===== config.mk =====
export PLATFORM = sky130hd
export DESIGN_NAME = rhd_batch_framer
export DESIGN_NICKNAME = d
export VERILOG_FILES = /design/src/rtl/rhd_batch_framer.sv
export SDC_FILE = /design/constraint.sdc
export NUM_CORES = 1
export LEC_CHECK = 0
export BUFFER_PORTS_ARGS = -buffer_cell sky130_fd_sc_hd__buf_2
export CORE_MARGIN = 4
export CORE_UTILIZATION = 40
export CTS_BUF_LIST = sky130_fd_sc_hd__clkbuf_4 sky130_fd_sc_hd__clkbuf_8 sky130_fd_sc_hd__clkbuf_16
export CTS_CLUSTER_DIAMETER = 40
export CTS_CLUSTER_SIZE = 20
export DETAILED_ROUTE_END_ITERATION = 6
export GPL_TIMING_DRIVEN = 0
export PLACE_DENSITY = 0.72
export SETUP_SLACK_MARGIN = 0.5
export SYNTH_ARGS = -nofsm -noshare
export SYNTH_HDL_FRONTEND = slang
export SYNTH_SLANG_ARGS = --single-unit

===== constraint.sdc =====
create_clock -name clk_dma -period 4.5 [get_ports clk_dma]
set_clock_uncertainty 0.05 [all_clocks]
set_input_delay 0.9 -clock clk_dma [delete_from_list [all_inputs] [get_ports clk_dma]]
set_output_delay 0.9 -clock clk_dma [all_outputs]
set_load 0.02 [all_outputs]

===== src/rtl/rhd_batch_framer.sv =====
// Frames the synchronised RHD channel-word stream into AXI4-Stream DMA packets:
// each frame is a 64-bit magic header plus NUM_CH channel words, packet_len frames per packet.
module rhd_batch_framer #(
    parameter int          NUM_CH = 32,
    parameter logic [63:0] MAGIC  = 64'hC691_1999_2702_1942,
    parameter int          LEN_W  = 8
) (
    input  logic             clk_dma,
    input  logic             rstn_dma,
    input  logic             enable,
    input  logic [LEN_W-1:0] packet_len,
    input  logic [31:0]      s_axis_tdata,
    input  logic             s_axis_tuser,
    input  logic             s_axis_tvalid,
    output logic             s_axis_tready,
    output logic [31:0]      m_axis_tdata,
    output logic             m_axis_tvalid,
    input  logic             m_axis_tready,
    output logic             m_axis_tlast,
    output logic             busy,
    output logic [31:0]      pkt_cnt,
    output logic [15:0]      err_cnt
);

    localparam int WC_W = (NUM_CH > 2) ? $clog2(NUM_CH) : 1;
    localparam logic [WC_W-1:0] LAST_WC = WC_W'(NUM_CH - 1);

    localparam logic [2:0] S_WAIT_SOF = 3'd0;
    localparam logic [2:0] S_MAGIC_LO = 3'd1;
    localparam logic [2:0] S_MAGIC_HI = 3'd2;
    localparam logic [2:0] S_DATA     = 3'd3;
    localparam logic [2:0] S_PAD      = 3'd4;

    logic [2:0]       state_q, state_d;
    logic [WC_W-1:0]  word_cnt_q, word_cnt_d;
    logic [LEN_W-1:0] frame_cnt_q, frame_cnt_d;
    logic [LEN_W-1:0] len_q, len_d;
    logic [31:0]      pkt_cnt_q, pkt_cnt_d;
    logic [15:0]      err_cnt_q, err_cnt_d;
    logic [31:0]      tdata_q, tdata_d;
    logic             tvalid_q, tvalid_d;
    logic             tlast_q, tlast_d;

    logic             adv;
    logic             load;
    logic [31:0]      ld_data;
    logic             ld_last;
    logic             frame_end;

    function automatic logic [15:0] sat_inc16(input logic [15:0] v);
        return (v == 16'hFFFF) ? v : v + 16'd1;
    endfunction

    assign adv = !tvalid_q || m_axis_tready;

    always_comb begin
        state_d       = state_q;
        word_cnt_d    = word_cnt_q;
        frame_cnt_d   = frame_cnt_q;
        len_d         = len_q;
        pkt_cnt_d     = pkt_cnt_q;
        err_cnt_d     = err_cnt_q;
        tdata_d       = tdata_q;
        tvalid_d      = tvalid_q;
        tlast_d       = tlast_q;
        s_axis_tready = 1'b0;
        load          = 1'b0;
        ld_data       = 32'h0;
        ld_last       = 1'b0;
        frame_end     = 1'b0;

        case (state_q)
            S_WAIT_SOF: begin
                if (enable && s_axis_tvalid) begin
                    if (!s_axis_tuser) begin
                        s_axis_tready = 1'b1;
                        err_cnt_d     = sat_inc16(err_cnt_q);
                    end else begin
                        // Packet length is only sampled at the first frame of a packet.
                        if (frame_cnt_q == '0)
                            len_d = (packet_len == '0) ? LEN_W'(1) : packet_len;
                        state_d = S_MAGIC_LO;
                    end
                end
            end
            S_MAGIC_LO: begin
                if (adv) begin
                    load    = 1'b1;
                    ld_data = MAGIC[31:0];
                    state_d = S_MAGIC_HI;
                end
            end
            S_MAGIC_HI: begin
                if (adv) begin
                    load       = 1'b1;
                    ld_data    = MAGIC[63:32];
                    word_cnt_d = '0;
                    state_d    = S_DATA;
                end
            end
            S_DATA: begin
                if (s_axis_tvalid && s_axis_tuser && (word_cnt_q != '0)) begin
                    // Early SOF: leave the SOF word waiting, pad out the broken frame.
                    if (adv) begin
                        err_cnt_d = sat_inc16(err_cnt_q);
                        state_d   = S_PAD;
                    end
                end else begin
                    s_axis_tready = adv;
                    if (adv && s_axis_tvalid) begin
                        load       = 1'b1;
                        ld_data    = s_axis_tdata;
                        word_cnt_d = word_cnt_q + WC_W'(1);
                        frame_end  = (word_cnt_q == LAST_WC);
                    end
                end
            end
            S_PAD: begin
                if (adv) begin
                    load       = 1'b1;
                    ld_data    = 32'h0;
                    word_cnt_d = word_cnt_q + WC_W'(1);
                    frame_end  = (word_cnt_q == LAST_WC);
                end
            end
            default: state_d = S_WAIT_SOF;
        endcase

        if (frame_end) begin
            state_d    = S_WAIT_SOF;
            word_cnt_d = '0;
            if (frame_cnt_q == len_q - LEN_W'(1)) begin
                ld_last     = 1'b1;
                frame_cnt_d = '0;
                pkt_cnt_d   = pkt_cnt_q + 32'd1;
            end else begin
                frame_cnt_d = frame_cnt_q + LEN_W'(1);
            end
        end

        // Single output stage: only moves when empty or being drained.
        if (adv) begin
            if (load) begin
                tdata_d  = ld_data;
                tvalid_d = 1'b1;
                tlast_d  = ld_last;
            end else begin
                tvalid_d = 1'b0;
                tlast_d  = 1'b0;
            end
        end
    end

    always_ff @(posedge clk_dma or negedge rstn_dma) begin
        if (!rstn_dma) begin
            state_q     <= S_WAIT_SOF;
            word_cnt_q  <= '0;
            frame_cnt_q <= '0;
            len_q       <= LEN_W'(1);
            pkt_cnt_q   <= '0;
            err_cnt_q   <= '0;
            tdata_q     <= '0;
            tvalid_q    <= 1'b0;
            tlast_q     <= 1'b0;
        end else begin
            state_q     <= state_d;
            word_cnt_q  <= word_cnt_d;
            frame_cnt_q <= frame_cnt_d;
            len_q       <= len_d;
            pkt_cnt_q   <= pkt_cnt_d;
            err_cnt_q   <= err_cnt_d;
            tdata_q     <= tdata_d;
            tvalid_q    <= tvalid_d;
            tlast_q     <= tlast_d;
        end
    end

    assign m_axis_tdata  = tdata_q;
    assign m_axis_tvalid = tvalid_q;
    assign m_axis_tlast  = tlast_q;
    assign pkt_cnt       = pkt_cnt_q;
    assign err_cnt       = err_cnt_q;
    assign busy          = (state_q != S_WAIT_SOF) || tvalid_q;

endmodule


==> results of run 1 <==
## critical path, stage by stage, from the launching register on
cell and delay, ns:
dfstp_2 0.58, inv_1 0.08, ha_1 0.19, clkbuf_1 0.19, nand2b_1 0.19, nand3_1 0.08, o21ai_0 0.13, a2111oi_4 0.53
nand2_1 0.18, clkbuf_1 0.28, nor4_1 0.41, xor2_1 0.18
## power by group
group / total [mW] / switching, mW / internal [mW]
combinational: 0.992 / 0.650 / 0.342
sequential: 1.25 / 0.118 / 1.13
clock: 0.796 / 0.354 / 0.442
## per-stage QoR
stage | cells | worst slack [ns] | hold WS [ns] | area, um^2
global placement | 806 | 1.326 | 0.4012 | 6041
CTS | 821 | 1.351 | 0.4164 | 6364
detailed placement | 807 | 1.252 | 0.4048 | 6071
floorplan | 505 | 1.713 | 0.4287 | 5180
global route | 821 | 1.006 | 0.4444 | 6364
finish | 821 | 1.358 | 0.4102 | 6364
## logic make-up after synthesis
family / after synthesis / synth area share
DFF: 106 / 0.5123
AOI/OAI and AO/OA: 97 / 0.1208
and+or+nand+nor: 190 / 0.2024
adders and majority gates: 8 / 0.01932
buffers and inverters: 38 / 0.02923
muxes: 9 / 0.01957
xor gates and xnor gates: 57 / 0.09638
## sequential cells by signal, summed over array words and instances (netlist names)
signal and cells:
m_axis_tlast 1, word_cnt_q 5, err_cnt 16, frame_cnt_q 8
m_axis_tdata 32, state_q 3, m_axis_tvalid 1, len_q 8
pkt_cnt 32
## metal layers
| layer | up-vias | GRT usage | share of wire |
|---|---|---|---|
| met2 | 117 | 0.2873 | 0.48 |
| met5 | - | 0 | 0 |
| met4 | 0 | 0.06863 | 0.013 |
| met1 | 2103 | 0.2224 | 0.44 |
| met3 | 13 | 0.04828 | 0.065 |
| li1 | 2067 | - | - |
## cell usage in the layout, fill, tap and decap left out, types with 5 or more instances in the layout
cell type  instances
clkbuf_16          9
buf_2            129
nor4_1            12
a21oi_1           30
ha_1               8
inv_1             13
and3_1            11
mux2_2             9
nand2b_1           5
nand4_1           12
nor2b_1            5
nor3_1            15
xnor2_1           28
o21ai_0           30
nand3_1           29
clkbuf_1          23
a22o_1            16
xor2_1            29
dfrtp_1          105
nand2_1           56
nor2_1            12
## worst paths after layout
check / depth (start not counted) / startpoint / endpoint / slack [ns]
worst max-delay path: 11 / len_q[0]$_DFFE_PN1P_ / pkt_cnt[17]$_DFFE_PN0P_ / 1.36
worst min-delay path: 1 / pkt_cnt[31]$_DFFE_PN0P_ / pkt_cnt[31]$_DFFE_PN0P_ / 0.41
worst max register to register: 11 / len_q[0]$_DFFE_PN1P_ / pkt_cnt[17]$_DFFE_PN0P_ / 1.36
worst min register to register: 1 / pkt_cnt[31]$_DFFE_PN0P_ / pkt_cnt[31]$_DFFE_PN0P_ / 0.41
max in group asynchronous: 2 / rstn_dma / len_q[0]$_DFFE_PN1P_ / 3.19
min in group asynchronous: 1 / rstn_dma / err_cnt[9]$_DFFE_PN0P_ / 0.45
## area by class of cell
| cell class | count | area (um^2) |
|---|---|---|
| Buffer | 25 | 102.6 |
| Clock buffer | 10 | 239.0 |
| Clock inverter | 4 | 53.80 |
| Fill cell | 1183 | 6307 |
| Inverter | 13 | 48.80 |
| Multi-Input combinational cell | 361 | 2375 |
| Sequential cell | 106 | 2654 |
| Tap cell | 172 | 215.2 |
| Timing Repair Buffer | 130 | 675.6 |
==> summary.txt, run 1 <==
Placed design
  – Placer's final routability congestion estimate: between 0.8 and 0.9
  – DP HPWL: approximately 9.3 mm
  – PortBufs: between 100 and 150

Timing
  – Slew Viols, Final: 0
  – RSZ-0062 raised after global routing: no
  – Setup violators final: 0
  – Fmax achieved: 0.3183 GHz
  – Crit path time final: ~3.1 ns
  – Setup_tns: 0 ns
  – Worst slew margin: 0.4860
  – Final Hold Viols: 0
  – Crit share post-route: 0.6981
  – Slew @ Worst Pin: around 0.77 ns

Final layout
  – Layout cells sized above 1: 0.2635
  – Synth-to-Final Area Change: 22.85%
  – Fin util: 0.5022
  – Antenna diodes: 0
  – Net count, final: 700

Synth
  – Yosys warns: 0
  – Post-Synthesis Cell Area: just over 5000 um^2
  – Syn Nets: 559
  – Mean area per synthesized cell: between 10 and 15 um^2
  – Most instantiated cells after synthesis: 105 x dfrtp_1, 56 x nand2_1, 30 x a21oi_1, 30 x o21ai_0
  – Top_reg_cell synth: dfrtp_1
  – Area fraction of the dominant cell type after synthesis: 0.5072
  – Async SR Flop Fraction: 1.000
  – Main area contributors after synthesis: dfrtp_1 51%, xor2_1 4.9%, xnor2_1 4.7%, nand2_1 4.1%, a21oi_1 2.9%
  – Sequential-to-total area share from yosys stat: 0.5123
  – FF+latch count, synth: 106
  – Post-Synthesis Cells: about 510
  – Synth area leader: dfrtp_1
  – Distinct cells, synth: 50
  – EDFF count, synth: 0
  – Count leader, synth: dfrtp_1

Routing
  – DRT antenna net count: 0
  – Pre-Repair DR Iteration Count: 4
  – Average wire per standard cell: ~15 um
  – Drt initial violations: approximately 250
  – Vias per cell: 5.238
  – Drt total wl: approximately 13 mm
  – Routed vias: roughly 4,300
  – DRC violations left: 0

Setup path
  – Critical path class: reg2reg
  – Setup crit end kind: flop
  – Data required, critical path: approximately 4.7 ns
  – CP max FO: 10
  – Crit start category: flop
  – Arrival @ worst endpoint: approximately 3.4 ns

Flow run
  – Max cap viols: 0

Power and ir drop
  – Power, Total: just over 3 mW
  – PD cells: around 480 nW/um^2
  – VDD IR-drop max: 0.0003594 V
  – Leak: ~3.2 nW

Floorplanning
  – Num ports: 130
  – # rows: slightly above 40
  – Core area: 12,670 um^2
  – Die H: about 120 um
  – Die area: between 10,000 and 15,000 um^2
  – Initial core utilization: 0.4088
  – Die width: between 100 and 150 um

Clock network
  – Clock-pin slew on the worst setup and hold paths: around 0.070 ns
  – Worst-Skew Late Latency: approximately 0.35 ns
  – Clock Sinks: 106
  – Root buffer cell: clkbuf_16
  – CTS tree: done
  – CTS Hold Bufs: 0
  – Post-cts gate resize count: 0
  – H-tree level count: 3
  – TritonCTS buffer count: 9
  – CTS max path bufs: 2
  – Post-CTS setup buffers: 0

Global routing
  – Initial antenna violation count: 0
  – Global-route usage over all layers: 0.1758
  – First-pass GRT wire length: between 20 and 25 mm
  – Vias in the first global route: 4,466
  – Largest net degree at the start of global routing: 73
  – Total grt overflow: 0

Min path
  – Worst min path class: reg2reg

Status
  – Status: finished, final reports clean
(Power assumes the default switching activity.)
==> run 2, diff against run 1 <==
Settings changed: ABC_AREA set to 1, PLACE_DENSITY 0.72 to 0.7.
Clock period 4.5 ns to 2.9 ns, I/O delays scaled along.
==> summary.txt, run 2 <==
Timing
  – Fmax achieved: 0.4457 GHz (+40%)
  – Crit path time final: 2.243 ns (-0.8982 ns)
  – Slew @ Worst Pin: 0.6786 ns (-0.08654 ns)
  – Worst slew margin: 0.5476 (+0.06162)
  – Hold WS: 0.2176 ns (-0.1926 ns)
  – Crit share post-route: 0.7736 (+0.07546)
  – Setup violators final: 0 (unchanged)
  – RSZ-0062 raised after global routing: no
  – Setup ws final: 0.6566 ns (-0.7018 ns)
  – Final Hold Viols: 0 (unchanged)
  – Slew Viols, Final: 0 (unchanged)

Synth
  – Most instantiated cells after synthesis: 306 x nand2_1, 105 x dfrtp_1, 102 x nor2_1
  – Yosys warns: 0 (unchanged)
  – Sequential-to-total area share from yosys stat: 0.4125 (-0.09983)
  – Post-Synthesis Cells: 908 (+80%)
  – Async SR Flop Fraction: 1.000 (unchanged)
  – Synth area leader: dfrtp_1
  – Distinct cells, synth: 34 (-32%)
  – Main area contributors after synthesis: dfrtp_1 41%, nand2_1 18%, nor2_1 6.0%, nand4_1 5.9%, nand3_1 5.8%
  – Post-Synthesis Cell Area: 6434 um^2 (+24%)
  – Mean area per synthesized cell: 7.086 um^2 (-31%)
  – Top_reg_cell synth: dfrtp_1
  – FF+latch count, synth: 106 (unchanged)
  – EDFF count, synth: 0 (unchanged)
  – Area fraction of the dominant cell type after synthesis: 0.4084 (-0.09884)
  – Syn Nets: 962 (+72%)
  – Count leader, synth: nand2_1

Clock network
  – H-tree level count: 3 (unchanged)
  – Clock Sinks: 106 (unchanged)
  – CTS max path bufs: 2 (unchanged)
  – Root buffer cell: clkbuf_16
  – CTS tree: done
  – Clock-pin slew on the worst setup and hold paths: 0.07 ns (about the same)
  – CTS Hold Bufs: 0 (unchanged)
  – Worst-Skew Late Latency: 0.36 ns (about the same)
  – TritonCTS buffer count: 9 (unchanged)

Setup path
  – Critical path class: reg2reg
  – Critical Path Max Stage Delay: 0.58 ns (about the same)
  – Worst path slowest cell: dfstp_2
  – Worst-path cell chain: inv_1 > ha_1 > inv_1 > nand2_1 > nand2_1 > nand2_1 > nor2_1 > nand2_1 > nor2_4 > buf_4 > nand2_1 > nand3_1 > nand2_1
  – CP max FO: 6 (-4)
  – Arrival @ worst endpoint: 2.43 ns (-0.93 ns)
  – CP most frequent cell: nand2_1
  – Data required, critical path: 3.09 ns (-1.63 ns)
  – Crit start category: flop
  – Setup crit end kind: flop
  – R2R Setup Slk: 0.66 ns (-0.70 ns)
  – R2R depth: 13 (+2)

Placed design
  – DP HPWL: 13.47 mm (+45%)
  – PortBufs: 129 (unchanged)
  – Placed Area: 7380 um^2 (+22%)
  – Placer's final routability congestion estimate: 0.9365 (+15%)
  – Pre-CTS WS: 0.6114 ns (-0.6403 ns)

Floorplanning
  – Core area: 15,830 um^2 (+25%)
  – # rows: 46 (+12%)
  – Die width: 134.8 um (+11%)
  – Num ports: 130 (unchanged)
  – Die H: 134.8 um (+11%)
  – Initial core utilization: 0.4065 (-0.002326)
  – Die area: 18,180 um^2 (+23%)

Power and ir drop
  – PD cells: 747.4 nW/um^2 (+57%)
  – Power, Total: 5.791 mW (+91%)
  – Net Sw Frac: 0.4267 (+0.05686)
  – P_int: 3.320 mW (+74%)
  – Seq pwr share: 0.358 (-0.053)
  – Clock Power Share: 0.222 (-0.040)
  – VDD IR-drop max: 0.0005444 V (+51%)
  – Comb pwr share: 0.419 (+0.092)
  – Leak: 3.891 nW (+22%)
  – Net Switching: 2.471 mW (+120%)

Routing
  – Average wire per standard cell: 14.12 um (-8.3%)
  – Pre-Repair DR Iteration Count: 5 (+1)
  – Drt total wl: 17.98 mm (+42%)
  – DRC violations left: 0 (unchanged)
  – Drt initial violations: 468 (+88%)
  – Routed vias: 6,476 (+51%)
  – Vias per cell: 5.087 (-2.9%)
  – DRT antenna net count: 0 (unchanged)

Final layout
  – Final Instance Area: 7747 um^2 (+22%)
  – Layout cells sized above 1: 0.1930 (-0.07048)
  – Most frequent cells in the layout: 305 x nand2_1, 143 x buf_2, 104 x dfrtp_1, 102 x nor2_1, 84 x inv_1
  – Multi-input gate area: 3272 um^2 (+38%)
  – Synth-to-Final Area Change: 20.42%
  – Net count, final: 1,106 (+58%)
  – Antenna diodes: 0 (unchanged)
  – Commonest non-fill, non-tap cell in the layout: nand2_1
  – # fillers: 1,590 (+34%)
  – Register area: 2655 um^2 (about the same)

Flow run
  – Max cap viols: 0 (unchanged)

Global routing
  – Global-route usage over all layers: 0.2037 (+0.02794)
  – Initial antenna violation count: 1 (+1)
  – Vias in the first global route: 6,211 (+39%)
  – First-pass GRT wire length: 30.22 mm (+44%)
  – Total grt overflow: 0 (unchanged)
  – Largest net degree at the start of global routing: 58 (-21%)

Status
  – Status: finished, final reports clean

Min path
  – Worst min path class: in2async
-- run 2: cell count changes in the layout (fill, tap and decap cells not counted), sizes merged, moves of 14 or more --
cell and delta:
a21oi -23, a22o -16, xnor2 -15, buf +29, nand4 +49, nor2 +94
nand3 +51, inv +81, clkbuf -18, a31oi +17, nand2 +252, nor4 -14
-- run 2: final timing paths --
| check | from | to |
|---|---|---|
| max in group asynchronous | rstn_dma | len_q[0]$_DFFE_PN1P_ |
| worst min register to register | len_q[7]$_DFFE_PN0P_ | len_q[7]$_DFFE_PN0P_ |
| worst min-delay path | rstn_dma | pkt_cnt[17]$_DFFE_PN0P_ |
| worst max register to register | len_q[0]$_DFFE_PN1P_ | frame_cnt_q[5]$_DFFE_PN0P_ |
| min in group clk_dma | packet_len[1] | len_q[1]$_DFFE_PN0P_ |
| worst max-delay path | len_q[0]$_DFFE_PN1P_ | frame_cnt_q[5]$_DFFE_PN0P_ |
-- run 2: kinds of logic (layout without fill, tap and decap cells) --
family,after synthesis,in the layout,share of synthesized area
xor+xnor,33,33,0.04492
fa+ha+maj,8,8,0.01556
compound gates,63,63,0.05562
simple gates,573,573,0.3890
flops,106,106,0.4125
buf+inv,125,274,0.08246
-- run 2: metal layers --
layer  GRT usage  up-vias  part of all wire  wire length (um)
met5           0        -           0.00067                12
met4     0.07636        2             0.028               506
met3     0.03912       41             0.056              1001
met2      0.3430      210              0.48              8643
met1      0.2607     2999              0.43              7812
li1            -     3224                 -                 -
-- run 2: power by group through the flow --
stage          sequential [mW]  combinational (mW)  clock, mW
2_1_floorplan             2.41                1.32          0
3_3_place_gp              2.10                2.38          0
3_5_place_dp              2.10                2.43          0
4_1_cts                   2.08                2.45       1.33
5_1_grt                   2.13                2.72       1.39
6_report                  2.08                2.43       1.29
-- run 2: per-stage QoR --
stage	cells	utilization	setup TNS (ns)
4_1_cts	1271	0.4869	0
3_5_place_dp	1254	0.4662	0
5_1_grt	1273	0.4895	0
3_3_place_gp	1253	0.4643	-9.727
2_1_floorplan	908	-	0
6_report	1273	0.4895	0
-- run 2: worst max-delay path, delay by kind of cell, from the launching register on --
| kind | cells | cell delay [ns] |
|---|---|---|
| simple gates | 9 | 0.90 |
| buf+inv | 3 | 0.28 |
| flops | 1 | 0.58 |
| fa+ha+maj | 1 | 0.32 |
-- run 2: timing repair --
item | CTS | global route
buffers inserted | 1 | 2
endpoints found under the setup margin | 1 | 30
gates resized for setup | 2 | 10
pin swaps | 0 | 1
-- run 2: cell type report --
cell class	count	area share
plain buffers	33	0.02487
clock buffers	10	0.03085
clock inverters	6	0.009367
inverters	92	0.04457
multi-input cells	677	0.4223
flip-flops and latches	106	0.3427
well taps	216	0.03488
repair buffers	133	0.09044
==> run 3, diff against run 2 <==
Settings changed: ABC_AREA 1 to 0, PLACE_DENSITY 0.7 to 0.72.
Clock period 2.9 ns to 2.1 ns, I/O delays scaled along.
==> summary.txt, run 3 (synthesis gave the netlist of run 1 again) <==
Status
  – Status: complete, but fails checks
  – Failing checks: setup timing

Setup path
  – R2R depth: 10 (-3)
  – Crit start category: flop
  – Worst path slowest cell: or4b_4
  – Critical path class: reg2reg
  – CP max FO: 5 (-1)
  – Data required, critical path: 2.32 ns (-0.77 ns)
  – R2R Setup Slk: -0.72 ns (-1.38 ns)
  – Worst-path cell chain: inv_1 > ha_1 > or4b_4 > a211oi_4 > o21ai_2 > or3_1 > or3_4 > buf_12 > nor4_4 > xor2_1
  – Worst R2R End: pkt_cnt[21]$_DFFE_PN0P_
  – Setup crit end kind: flop
  – Crit Reg-Reg Startpoint: word_cnt_q[0]$_DFFE_PN0P_
  – Arrival @ worst endpoint: 3.04 ns (+0.61 ns)
  – Critical Path Max Stage Delay: 0.48 ns (-0.10 ns)

Clock network
  – Clock-pin slew on the worst setup and hold paths: 0.08 ns (about the same)
  – TritonCTS buffer count: 9 (unchanged)
  – Clock Sinks: 106 (unchanged)
  – Worst-Skew Late Latency: 0.36 ns (about the same)
  – CTS max path bufs: 2 (unchanged)
  – CTS tree: done
  – H-tree level count: 3 (unchanged)
  – Root buffer cell: clkbuf_16

Global routing
  – First-pass GRT wire length: 23.60 mm (-22%)
  – Largest net degree at the start of global routing: 73 (+26%)
  – Total grt overflow: 0 (unchanged)
  – Vias in the first global route: 4,726 (-24%)
  – Global-route usage over all layers: 0.2000 (-0.003742)
  – Initial antenna violation count: 0 (-1)

Placed design
  – PortBufs: 129 (unchanged)
  – Placer's final routability congestion estimate: 0.8483 (-9.4%)
  – Placed Area: 6534 um^2 (-11%)
  – Pre-CTS WS: -0.8531 ns (-1.464 ns)
  – DP HPWL: 9.607 mm (-29%)

Routing
  – Vias per cell: 5.303 (+4.2%)
  – Pre-Repair DR Iteration Count: 4 (-1)
  – Drt initial violations: 344 (-26%)
  – Routed vias: 4,661 (-28%)
  – DRT antenna net count: 0 (unchanged)
  – Average wire per standard cell: 16.66 um (+18%)
  – Drt total wl: 14.64 mm (-19%)
  – DRC violations left: 0 (unchanged)

Timing
  – Worst slew margin: 0.3440 (-0.2036)
  – Crit share post-route: 1.343 (+0.5694)
  – Final Hold Viols: 0 (unchanged)
  – Setup violators final: 102 (+102)
  – Fmax achieved: 0.3546 GHz (-20%)
  – RSZ-0062 raised after global routing: yes
  – Slew Viols, Final: 0 (unchanged)
  – Crit path time final: 2.820 ns (+0.5769 ns)
  – Slew @ Worst Pin: 0.9840 ns (+0.3055 ns)
  – Setup ws final: -0.7203 ns (-1.377 ns)

Floorplanning
  – Die width: 121.8 um (-9.7%)
  – Die area: 14,830 um^2 (-18%)
  – Die H: 121.8 um (-9.7%)
  – # rows: 41 (-11%)
  – Initial core utilization: 0.4088 (+0.002326)
  – Core area: 12,670 um^2 (-20%)
  – Num ports: 130 (unchanged)

Final layout
  – # fillers: 980 (-38%)
  – Layout cells sized above 1: 0.4484 (+0.2554)
  – Commonest non-fill, non-tap cell in the layout: buf_2
  – Synth-to-Final Area Change: 50.92%
  – Antenna diodes: 0 (unchanged)
  – Final Instance Area: 7818 um^2 (+0.90%)
  – Net count, final: 756 (-32%)
  – Most frequent cells in the layout: 127 x buf_2, 105 x dfrtp_1, 49 x nand2_1, 29 x xor2_1

Power and ir drop
  – Net Switching: 2.687 mW (+8.8%)
  – Net Sw Frac: 0.3741 (-0.05261)
  – Power, Total: 7.184 mW (+24%)
  – Comb pwr share: 0.395 (-0.024)
  – Leak: 4.021 nW (+3.3%)
  – VDD IR-drop max: 0.0006341 V (+16%)
  – Seq pwr share: 0.369 (+0.011)
  – P_int: 4.497 mW (+35%)
  – PD cells: 919.0 nW/um^2 (+23%)
  – Clock Power Share: 0.236 (+0.014)

Min path
  – Hold Crit Start: s_axis_tdata[2]
  – Hold Path Sink: m_axis_tdata[2]$_DFFE_PN0P_
  – Worst min path class: in2reg
  – Hold Crit Depth: 2

Flow run
  – Max cap viols: 0 (unchanged)
-- run 3: final cells by class --
cell class / instances / area [um^2] / share of cell area
well taps: 172 / 215.2 / 0.02753
multi-input cells: 361 / 2927 / 0.3744
clock inverters: 7 / 83.83 / 0.01072
inverters: 13 / 48.80 / 0.006242
flip-flops and latches: 106 / 2654 / 0.3395
repair buffers: 186 / 1306 / 0.1671
plain buffers: 25 / 357.8 / 0.04577
clock buffers: 9 / 225.2 / 0.02881
-- run 3: per-stage QoR --
step                  util  setup TNS, ns  cells  hold slack (ns)
floorplan                -         -25.04    505          0.07441
global placement    0.5133        -100.46    806           0.4024
detailed placement  0.5157         -42.51    807           0.3656
CTS                 0.5947         -40.70    866           0.2118
global route        0.6170         -55.80    879           0.2141
finish              0.6170         -44.54    879           0.2214
-- run 3: critical path: cells and delay by family, from the launching register on --
kind            cells  cell delay [ns]
compound gates      2             0.38
xor+xnor            1             0.18
fa+ha+maj           1             0.13
buf+inv             2             0.25
flops               1             0.39
simple gates        4             1.36
-- run 3: what timing repair did --
item,CTS,global route
hold buffers,1,0
gates cloned,6,1
endpoints found under the hold margin,33,0
endpoints found under the setup margin,108,108
resized for setup,73,38
buffers inserted,36,12
pin swaps,42,31
-- run 3: power groups by stage --
stage	Combinational, mW	Sequential [mW]	Clock [mW]
global route	3.09	2.70	1.84
detailed placement	2.36	2.71	0
finish	2.84	2.65	1.70
floorplan	1.24	3.06	0
CTS	2.76	2.65	1.74
global placement	2.29	2.69	0
-- run 3: layer usage --
| layer | GRT usage | up-vias | part of all wire | wire length, um |
|---|---|---|---|---|
| met5 | 0 | - | 0 | 0 |
| met4 | 0.07213 | 0 | 0.021 | 301 |
| met3 | 0.04364 | 26 | 0.053 | 772 |
| met2 | 0.3308 | 131 | 0.51 | 7493 |
| met1 | 0.2596 | 2307 | 0.41 | 6075 |
| li1 | - | 2197 | - | - |
-- run 3: worst max path at each step --
stage,from,endpoint
2_1_floorplan,word_cnt_q[0]$_DFFE_PN0P_,pkt_cnt[30]$_DFFE_PN0P_
3_3_place_gp,len_q[0]$_DFFE_PN1P_,pkt_cnt[16]$_DFFE_PN0P_
3_5_place_dp,len_q[0]$_DFFE_PN1P_,pkt_cnt[16]$_DFFE_PN0P_
4_1_cts,word_cnt_q[0]$_DFFE_PN0P_,pkt_cnt[21]$_DFFE_PN0P_
5_1_grt,word_cnt_q[1]$_DFFE_PN0P_,pkt_cnt[21]$_DFFE_PN0P_
6_report,word_cnt_q[0]$_DFFE_PN0P_,pkt_cnt[21]$_DFFE_PN0P_
